**config.mk**
```make
export PLATFORM = sky130hd
export DESIGN_NAME = mod_addsub_pipe
export DESIGN_NICKNAME = d
export VERILOG_FILES = /design/src/rtl/mod_arith_pkg.sv /design/src/rtl/mod_addsub_limb.sv /design/src/rtl/mod_addsub_pipe.sv
export SDC_FILE = /design/constraint.sdc
export NUM_CORES = 1
export LEC_CHECK = 0
export ABC_AREA = 1
export CAP_MARGIN = 20
export CORE_MARGIN = 3
export CORE_UTILIZATION = 29
export CTS_BUF_LIST = sky130_fd_sc_hd__clkbuf_2
export DETAILED_ROUTE_END_ITERATION = 7
export HOLD_SLACK_MARGIN = 0.03
export PLACE_DENSITY_LB_ADDON = 0.3
export SLEW_MARGIN = 0
export SYNTH_ARGS = -nofsm -noshare
export SYNTH_HDL_FRONTEND = slang
export SYNTH_SLANG_ARGS = --single-unit
```
**constraint.sdc**
```tcl
create_clock -name aclk -period 3.3 [get_ports aclk]
set_input_delay 0.495 -clock aclk [delete_from_list [all_inputs] [get_ports aclk]]
set_output_delay 0.495 -clock aclk [all_outputs]
set_load 0.02 [all_outputs]
```
**src/rtl/mod_arith_pkg.sv**
```systemverilog
// Shared types for the modular arithmetic pipelines: opcode, per-stage payload
// and the internal-width helper.
package mod_arith_pkg;

  // Upper bounds for payload fields; unused high bits are constant and trimmed.
  localparam int MAX_DAT_BITS = 256;
  localparam int MAX_CTL_BITS = 32;

  typedef enum logic {
    OP_ADD = 1'b0,
    OP_SUB = 1'b1
  } op_t;

  typedef struct packed {
    logic [MAX_DAT_BITS-1:0] a;
    logic [MAX_DAT_BITS-1:0] b;
    logic [MAX_DAT_BITS-1:0] r0;
    logic [MAX_DAT_BITS-1:0] r1;
    logic                    carry0;
    logic                    carry1;
    op_t                     op;
    logic [MAX_CTL_BITS-1:0] ctl;
    logic                    err;
  } stage_t;

  function automatic int dat_bits(input int bits, input int level);
    return level * ((bits + level - 1) / level);
  endfunction

endpackage

```
**src/rtl/mod_addsub_limb.sv**
```systemverilog
// One pipeline stage: limb G of both result candidates, chained from the
// previous stage's registered carries, followed by the stage register.
module mod_addsub_limb
  import mod_arith_pkg::*;
#(
  parameter int                      LIMB  = 8,
  parameter int                      G     = 0,
  parameter logic [MAX_DAT_BITS-1:0] P_EXT = '0
) (
  input  logic   aclk,
  input  logic   areset,
  input  logic   load_en,
  input  logic   in_valid,
  input  stage_t in_beat,
  output logic   out_valid,
  output stage_t out_beat
);

  localparam int              LW     = LIMB + 1;
  localparam logic [LIMB-1:0] P_LIMB = P_EXT[G*LIMB +: LIMB];

  logic [LIMB-1:0] a_limb;
  logic [LIMB-1:0] b_limb;
  logic [LW-1:0]   sum0;
  logic [LW-1:0]   sum1;
  stage_t          beat_next;
  stage_t          beat_reg;
  logic            valid_reg;

  // r1 is derived from this limb of r0, so carry1 chains (r0 -/+ P) while
  // carry0 chains (a +/- b); the top bit of each sum is the carry/borrow out.
  always_comb begin
    a_limb = in_beat.a[G*LIMB +: LIMB];
    b_limb = in_beat.b[G*LIMB +: LIMB];
    if (in_beat.op == OP_ADD) begin
      sum0 = {1'b0, a_limb} + {1'b0, b_limb} + LW'(in_beat.carry0);
      sum1 = {1'b0, sum0[LIMB-1:0]} - {1'b0, P_LIMB} - LW'(in_beat.carry1);
    end else begin
      sum0 = {1'b0, a_limb} - {1'b0, b_limb} - LW'(in_beat.carry0);
      sum1 = {1'b0, sum0[LIMB-1:0]} + {1'b0, P_LIMB} + LW'(in_beat.carry1);
    end
    beat_next                    = in_beat;
    beat_next.r0[G*LIMB +: LIMB] = sum0[LIMB-1:0];
    beat_next.r1[G*LIMB +: LIMB] = sum1[LIMB-1:0];
    beat_next.carry0             = sum0[LIMB];
    beat_next.carry1             = sum1[LIMB];
  end

  always_ff @(posedge aclk) begin
    if (areset) begin
      valid_reg <= 1'b0;
      beat_reg  <= '0;
    end else if (load_en) begin
      valid_reg <= in_valid;
      if (in_valid) begin
        beat_reg <= beat_next;
      end
    end
  end

  assign out_valid = valid_reg;
  assign out_beat  = beat_reg;

endmodule

```
**src/rtl/mod_addsub_pipe.sv**
```systemverilog
// Pipelined (a + b) mod P / (a - b) mod P over two joined AXI-stream operands.
// Define MOD_ADDSUB_RANGE_CHECK_EN to add operand range flagging on m_terr.
module mod_addsub_pipe
  import mod_arith_pkg::*;
#(
  parameter logic [MAX_DAT_BITS-1:0] P            = MAX_DAT_BITS'(100),
  parameter int                      BITS         = $clog2(P),
  parameter int                      C_DATA_WIDTH = 32,
  parameter int                      CTL_BITS     = 8,
  parameter int                      LEVEL        = 1
) (
  input  logic                      aclk,
  input  logic                      areset,
  input  logic [1:0]                s_tvalid,
  input  logic [2*C_DATA_WIDTH-1:0] s_tdata,
  input  logic                      s_top,
  input  logic [CTL_BITS-1:0]       s_tctl,
  output logic [1:0]                s_tready,
  output logic                      m_tvalid,
  output logic [C_DATA_WIDTH-1:0]   m_tdata,
  output logic [CTL_BITS-1:0]       m_tctl,
`ifdef MOD_ADDSUB_RANGE_CHECK_EN
  output logic                      m_terr,
`endif
  input  logic                      m_tready
);

  localparam int DAT_BITS = dat_bits(BITS, LEVEL);
  localparam int LIMB     = DAT_BITS / LEVEL;
  localparam int CMP_W    = (C_DATA_WIDTH > MAX_DAT_BITS) ? C_DATA_WIDTH : MAX_DAT_BITS;

  logic [C_DATA_WIDTH-1:0] a_raw;
  logic [C_DATA_WIDTH-1:0] b_raw;
  stage_t                  first_beat;
  stage_t                  beat_in  [LEVEL];
  stage_t                  beat_out [LEVEL];
  logic [LEVEL-1:0]        in_val;
  logic [LEVEL-1:0]        stage_val;
  logic [LEVEL-1:0]        rdy;
  logic                    accept;

  assign a_raw = s_tdata[C_DATA_WIDTH-1:0];
  assign b_raw = s_tdata[2*C_DATA_WIDTH-1:C_DATA_WIDTH];

  always_comb begin
    first_beat     = '0;
    first_beat.a   = MAX_DAT_BITS'(a_raw[BITS-1:0]);
    first_beat.b   = MAX_DAT_BITS'(b_raw[BITS-1:0]);
    first_beat.op  = op_t'(s_top);
    first_beat.ctl = MAX_CTL_BITS'(s_tctl);
`ifdef MOD_ADDSUB_RANGE_CHECK_EN
    // Full-width compare also catches nonzero bits above BITS.
    first_beat.err = (CMP_W'(a_raw) >= CMP_W'(P)) | (CMP_W'(b_raw) >= CMP_W'(P));
`else
    first_beat.err = 1'b0;
`endif
  end

  // Stage g may load if it or any later stage is empty, or the sink is ready;
  // this is the unrolled form of rdy[g] = ~val[g] | rdy[g+1].
  genvar gi;
  for (gi = 0; gi < LEVEL; gi++) begin : g_stage
    assign rdy[gi] = m_tready | ~(&stage_val[LEVEL-1:gi]);

    if (gi == 0) begin : g_head
      assign beat_in[gi] = first_beat;
      assign in_val[gi]  = accept;
    end else begin : g_body
      assign beat_in[gi] = beat_out[gi-1];
      assign in_val[gi]  = stage_val[gi-1];
    end

    mod_addsub_limb #(
      .LIMB  (LIMB),
      .G     (gi),
      .P_EXT (P)
    ) u_limb (
      .aclk      (aclk),
      .areset    (areset),
      .load_en   (rdy[gi]),
      .in_valid  (in_val[gi]),
      .in_beat   (beat_in[gi]),
      .out_valid (stage_val[gi]),
      .out_beat  (beat_out[gi])
    );
  end

  assign accept   = rdy[0] & s_tvalid[0] & s_tvalid[1] & ~areset;
  assign s_tready = {2{accept}};

  stage_t              last_beat;
  logic                sel_r1;
  logic [DAT_BITS-1:0] result;
  logic                unused_bits;

  assign last_beat = beat_out[LEVEL-1];
  // add: take a+b-P unless it borrowed past the carry of a+b; sub: fix up with +P on borrow.
  assign sel_r1    = (last_beat.op == OP_ADD) ? (last_beat.carry0 | ~last_beat.carry1)
                                              : last_beat.carry0;
  assign result    = sel_r1 ? last_beat.r1[DAT_BITS-1:0] : last_beat.r0[DAT_BITS-1:0];

  assign m_tvalid  = stage_val[LEVEL-1];
  assign m_tdata   = C_DATA_WIDTH'(result[BITS-1:0]);
  assign m_tctl    = last_beat.ctl[CTL_BITS-1:0];
`ifdef MOD_ADDSUB_RANGE_CHECK_EN
  assign m_terr    = last_beat.err;
`endif

  assign unused_bits = ^{last_beat, result, s_tdata};

endmodule

```
Yosys cells after proc, flatten, opt, wreduce, memory -nomap -nowiden:

Cells that the tools add are included.

* output and inout bits: 43
* register bits after elaboration: 26
* bits in latches: 0
* memories kept: 0
* word-level logic and storage cells: 24
* ROM bits: 0
* bits in writable memories: 0

* divide/modulo/power cells: 0
* eq/ne operators: 0
* reduce and logical (&&, ||, !) cells: 1
* shift-type cells: 0
* multiplexer cells: 4
* order comparisons: 0
* $mul: 0
* bitwise logic cells: 8
* add/subtract/negate cells: 4

Operator list (count)
* two-way mux 8 bit: 2
* adder 7 x 7 -> 8 bit: 1
* adder 7 x 7 -> 8 bit (second input constant): 1
* subtractor 7 x 7 -> 8 bit: 1
* subtractor 7 x 7 -> 8 bit (second input constant): 1
* two-way mux 7 bit: 1
* bitwise AND 1 bit: 3
* NOT 1 bit: 3
* bitwise OR 1 bit: 2
* AND reduction 2 bit: 1
* two-way mux 1 bit: 1

Logic depth before layout (Yosys ltp):

* depth after elaboration: 6
* mapped depth: 16
* depth with buffers taken out: 16

By module:

Synthesis repeated with hierarchy kept, for this count alone.

* cells, all modules: 4861
* area total of the unflattened synthesis: 37704.9 sq um

By module, submodules not included
* mod_addsub_limb: area each 37352.1 sq um, cells each 4802, times used 1
* mod_addsub_pipe: area each 352.8 sq um, cells each 59, times used 1

Least setup slack after synthesis:

Ideal clock, no wire load.

* path kind: input port to flip-flop
* from: input port s_tdata[34]
* to: register g_stage[0].u_limb.beat_reg (netlist bit g_stage[0].u_limb.out_beat[42])
* data arrival time: 1.857 ns
* slack: 1.331 ns
* stages: 15
* buffers on the path: 1
* required time: 3.187 ns
* cell sequence: inv_1 > ha_1 > buf_6 > nand2_1 > nand2_1 > nand2_1 > and2_1 > ha_1 > inv_1 > nor2_2 > nor2_1 > nand2_1 > nand3_1 > nand2_1 > nor2_1

* cells in the longest elaborated chain, start to end: 3
* elaborated cells between the ends (all ways): 5
* classes of those cells: add/sub (4); mux (1)

Ends and longest elaborated chain
* start, declared: RTL line mod_addsub_pipe.sv:15 `input logic [2*C_DATA_WIDTH-1:0] s_tdata,`
* adder 7 x 7 -> 8 bit / subtractor 7 x 7 -> 8 bit (equally long branches): RTL line mod_addsub_limb.sv:36, mod_addsub_limb.sv:39
* subtractor 7 x 7 -> 8 bit / adder 7 x 7 -> 8 bit (equally long branches): RTL line mod_addsub_limb.sv:37, mod_addsub_limb.sv:40
* two-way mux 8 bit *: RTL line mod_addsub_limb.sv:35 `if (in_beat.op == OP_ADD) begin`
* end signal, assigned: RTL line mod_addsub_limb.sv:56 `beat_reg <= beat_next;`
* end, declared: RTL line mod_addsub_limb.sv:27 `stage_t beat_reg;`

Every way passes the cells marked *; elsewhere a longest branch is shown, timed or not.
A chain may end at the register's enable or synchronous reset.

Worst setup path in the final report:

* from: register g_stage[0].u_limb.beat_reg (netlist bit g_stage[0].u_limb.out_beat[34])
* to: output port m_tdata[2]

* cells in the longest elaborated chain, start to end: 4

Ends and longest elaborated chain
* NOT 1 bit: RTL line mod_addsub_pipe.sv:98 `assign sel_r1 = (last_beat.op == OP_ADD) ? (last_beat.carry0 | ~last_beat.carry1)`
* bitwise OR 1 bit: RTL line mod_addsub_pipe.sv:98
* two-way mux 1 bit: RTL line mod_addsub_pipe.sv:98
* two-way mux 7 bit: RTL line mod_addsub_pipe.sv:100 `assign result = sel_r1 ? last_beat.r1[DAT_BITS-1:0] : last_beat.r0[DAT_BITS-1:0];`
* end, declared: RTL line mod_addsub_pipe.sv:20 `output logic [C_DATA_WIDTH-1:0] m_tdata,`

No other way between the ends.

==> impl_metrics.env <==
export IMPL_run_status="finished, final reports clean"
export IMPL_synth_cells=334
export IMPL_synth_edf_count=0
export IMPL_cap_violations=0
export IMPL_timing_fmax_mhz=373
export IMPL_max_slew_margin_pct=54.8
export IMPL_path_buf_inv=1
export IMPL_core_mm2=0.00741
export IMPL_setup_viol=0
export IMPL_yosysWarnings=0
export IMPL_seq_area_frac_synth_pct=21.3
export IMPL_arrival_ps=2190
export IMPL_critPathKind="reg2out"
export IMPL_drtPass1Iterations=4
export IMPL_cp_required_ps=2800
export IMPL_drcViolationCount=0
export IMPL_layout_common_cells="77 x nand2_1, 45 x clkdlybuf4s50_1, 36 x inv_1, 25 x nand3_1, 25 x conb_1"
export IMPL_ys_ff_latch=24
export IMPL_ff_latch_area_um2=480
export IMPL_hpwl_mm=4.03
export IMPL_cts_clk_slew_worst_paths_ps=250
export IMPL_synth_async_reset_ratio_pct=0
export IMPL_fillCellCount=813
export IMPL_wire_per_inst_um=11.0
export IMPL_num_nets_final=461
export IMPL_synthFlopType="dfxtp_1"
export IMPL_routed_wl_mm=5.09
export IMPL_antenna_found_initial=0
export IMPL_hold_viol_final=0
export IMPL_final_cell_area_mm2=0.00265
export IMPL_irDropWorstVdd_v=0.000167
export IMPL_rows=31
export IMPL_cts_root_buf="clkbuf_2"
export IMPL_worst_setup_path_start_kind="flip-flop"
export IMPL_yosysUniqueCellTypes=38
export IMPL_drive_gt1_share_pct=11.3
export IMPL_n_antenna_cell=0
export IMPL_crit_path_top_delay_cell="o21ai_1"
export IMPL_syn2layout_area_growth_pct=17.3
export IMPL_syn_area_mm2=0.00226
export IMPL_io_buffer_count=45
export IMPL_routed_via_density=4.31
export IMPL_grt_pass1_wl_mm=8.18
export IMPL_rsz0062_at_grt="false"
export IMPL_cts_tree="yes"
export IMPL_die_h_um=94.3
export IMPL_die_x_um=94.3
export IMPL_fin_crit_ps=2680
export IMPL_worstPathMaxFanout=9
export IMPL_cts_made_buffers=3
export IMPL_h_tree_depth=1
export IMPL_overflow=0
export IMPL_dieArea_mm2=0.00889
export IMPL_placed_cell_area_mm2=0.00261
export IMPL_whs_ps=485
export IMPL_path_delay_family="compound AO/OA/AOI/OAI gates"
export IMPL_max_stage_delay_ps=550
export IMPL_grt_max_degree=34
export IMPL_avgSynthCellArea_um2=6.77
export IMPL_fin_setup_tns_ps=0
export IMPL_clock_latency_ps=350
export IMPL_grt_usage_pct=11.2
export IMPL_cts_hold_fix_buffers=0
export IMPL_start_util_pct=30.5
export IMPL_tightest_slew_ps=673
export IMPL_p_leak_uw=0.00126
export IMPL_final_common_cell="nand2_1"
export IMPL_final_max_slew_violation_count=0
export IMPL_clock_skew_ps=18.2
export IMPL_cts_setup_buffers=0
export IMPL_vias=1995
export IMPL_cp_end_kind="primary output"
export IMPL_io_pins=121
export IMPL_clk_path_buf_depth=2
export IMPL_grt_pass1_vias=1797
export IMPL_place_gp_congestion=0.801
export IMPL_fin_crit_sh_pct=81.3
export IMPL_cts_resized=0
export IMPL_path_cells="o21ai_1 > mux2_2 > clkdlybuf4s50_1"
export IMPL_cts_sinks=24
export IMPL_power_density_mw_per_mm2=338
export IMPL_antenna_left=0
export IMPL_multi_input_area_mm2=0.00136
export IMPL_hp_class="reg2reg"
export IMPL_drt_initial_drc_count=77
-- cells in the mapped netlist, types with 4 or more instances --
master / n / share of area [%]
a21oi_1: 16 / 3.5
buf_4: 37 / 12
dfxtp_1: 24 / 21
ha_1: 16 / 8.9
inv_1: 36 / 6.0
inv_2: 7 / 1.2
nand2_1: 77 / 13
nand2_2: 8 / 2.2
nand3_1: 25 / 5.5
nor2_1: 21 / 3.5
nor2_2: 5 / 1.4
o21ai_0: 20 / 4.4
o21ai_1: 4 / 0.89
-- power breakdown --
part           internal (uW)  switching, uW
Clock                    104           92.2
Sequential               308           7.71
Combinational            151            233
Total                    563            332
-- metrics by stage --
step	setup WS (ps)	power (uW)	util, %	std cells
2_1_floorplan	1330	626	-	358
5_1_grt	462	962	35.8	463
4_1_cts	575	907	35.8	463
3_3_place_gp	501	702	35.2	459
6_report	616	896	35.8	463
3_5_place_dp	498	705	35.2	459
-- worst paths after layout --
kind                            cells past startpoint                                            to                                         start  slack (ps)
worst min register to register                      2  g_stage[0].u_limb.out_beat[294]$_SDFFE_PP0P_  g_stage[0].u_limb.out_beat[294]$_SDFFE_PP0P_         490
worst max-delay path                                3                                    m_tdata[2]   g_stage[0].u_limb.out_beat[34]$_SDFFE_PP0P_         620
worst min-delay path                                2  g_stage[0].u_limb.out_beat[294]$_SDFFE_PP0P_  g_stage[0].u_limb.out_beat[294]$_SDFFE_PP0P_         490
worst max register to register                      7  g_stage[0].u_limb.out_beat[297]$_SDFFE_PP0P_      g_stage[0].u_limb.out_valid$_SDFFE_PP0N_        1670
-- per-layer routing --
layer | up-vias | global-route usage [%] | wire length [um]
li1 | 1061 | - | -
met1 | 881 | 15.9 | 2500
met3 | 0 | 2.48 | 231
met5 | - | 0 | 0
met4 | 0 | 0.842 | 0
met2 | 53 | 18.1 | 2350
-- flip-flops by register name (all words and copies together) (netlist names) --
| signal | count |
|---|---|
| g_stage.u_limb.out_beat | 23 |
| g_stage.u_limb.out_valid | 1 |
-- kinds of logic (layout without fill, tap and decap cells) --
kind of cell / count (synthesis) / count (layout) / synth area share, %
buffers and inverters: 90 / 96 / 22.4
multiplexers: 1 / 1 / 0.498
XOR/XNOR: 3 / 3 / 1.83
AO/OA/AOI/OAI: 52 / 52 / 13.7
other: 1 / 25 / 0.166
adder cells (fa/ha/maj): 18 / 18 / 10.6
flip-flops: 24 / 24 / 21.3
AND/OR/NAND/NOR: 145 / 145 / 29.5
-- final cells by class --
type / count / share of cell area (%)
timing repair buffer: 47 / 17.6
clock inverter: 1 / 1.13
clock buffer: 3 / 0.566
tap: 99 / 4.67
sequential: 24 / 18.1
multi-input combinational: 244 / 51.4
inverter: 45 / 6.56
-- worst register-to-register path: stages, from the launching register on --
cell and delay [ps]:
dfxtp_1 380, inv_1 40, nor2_1 300, nor2_8 80, buf_4 250, nand2_2 190, inv_2 80, a221oi_2 250
Power figures use the tool's default switching activity.
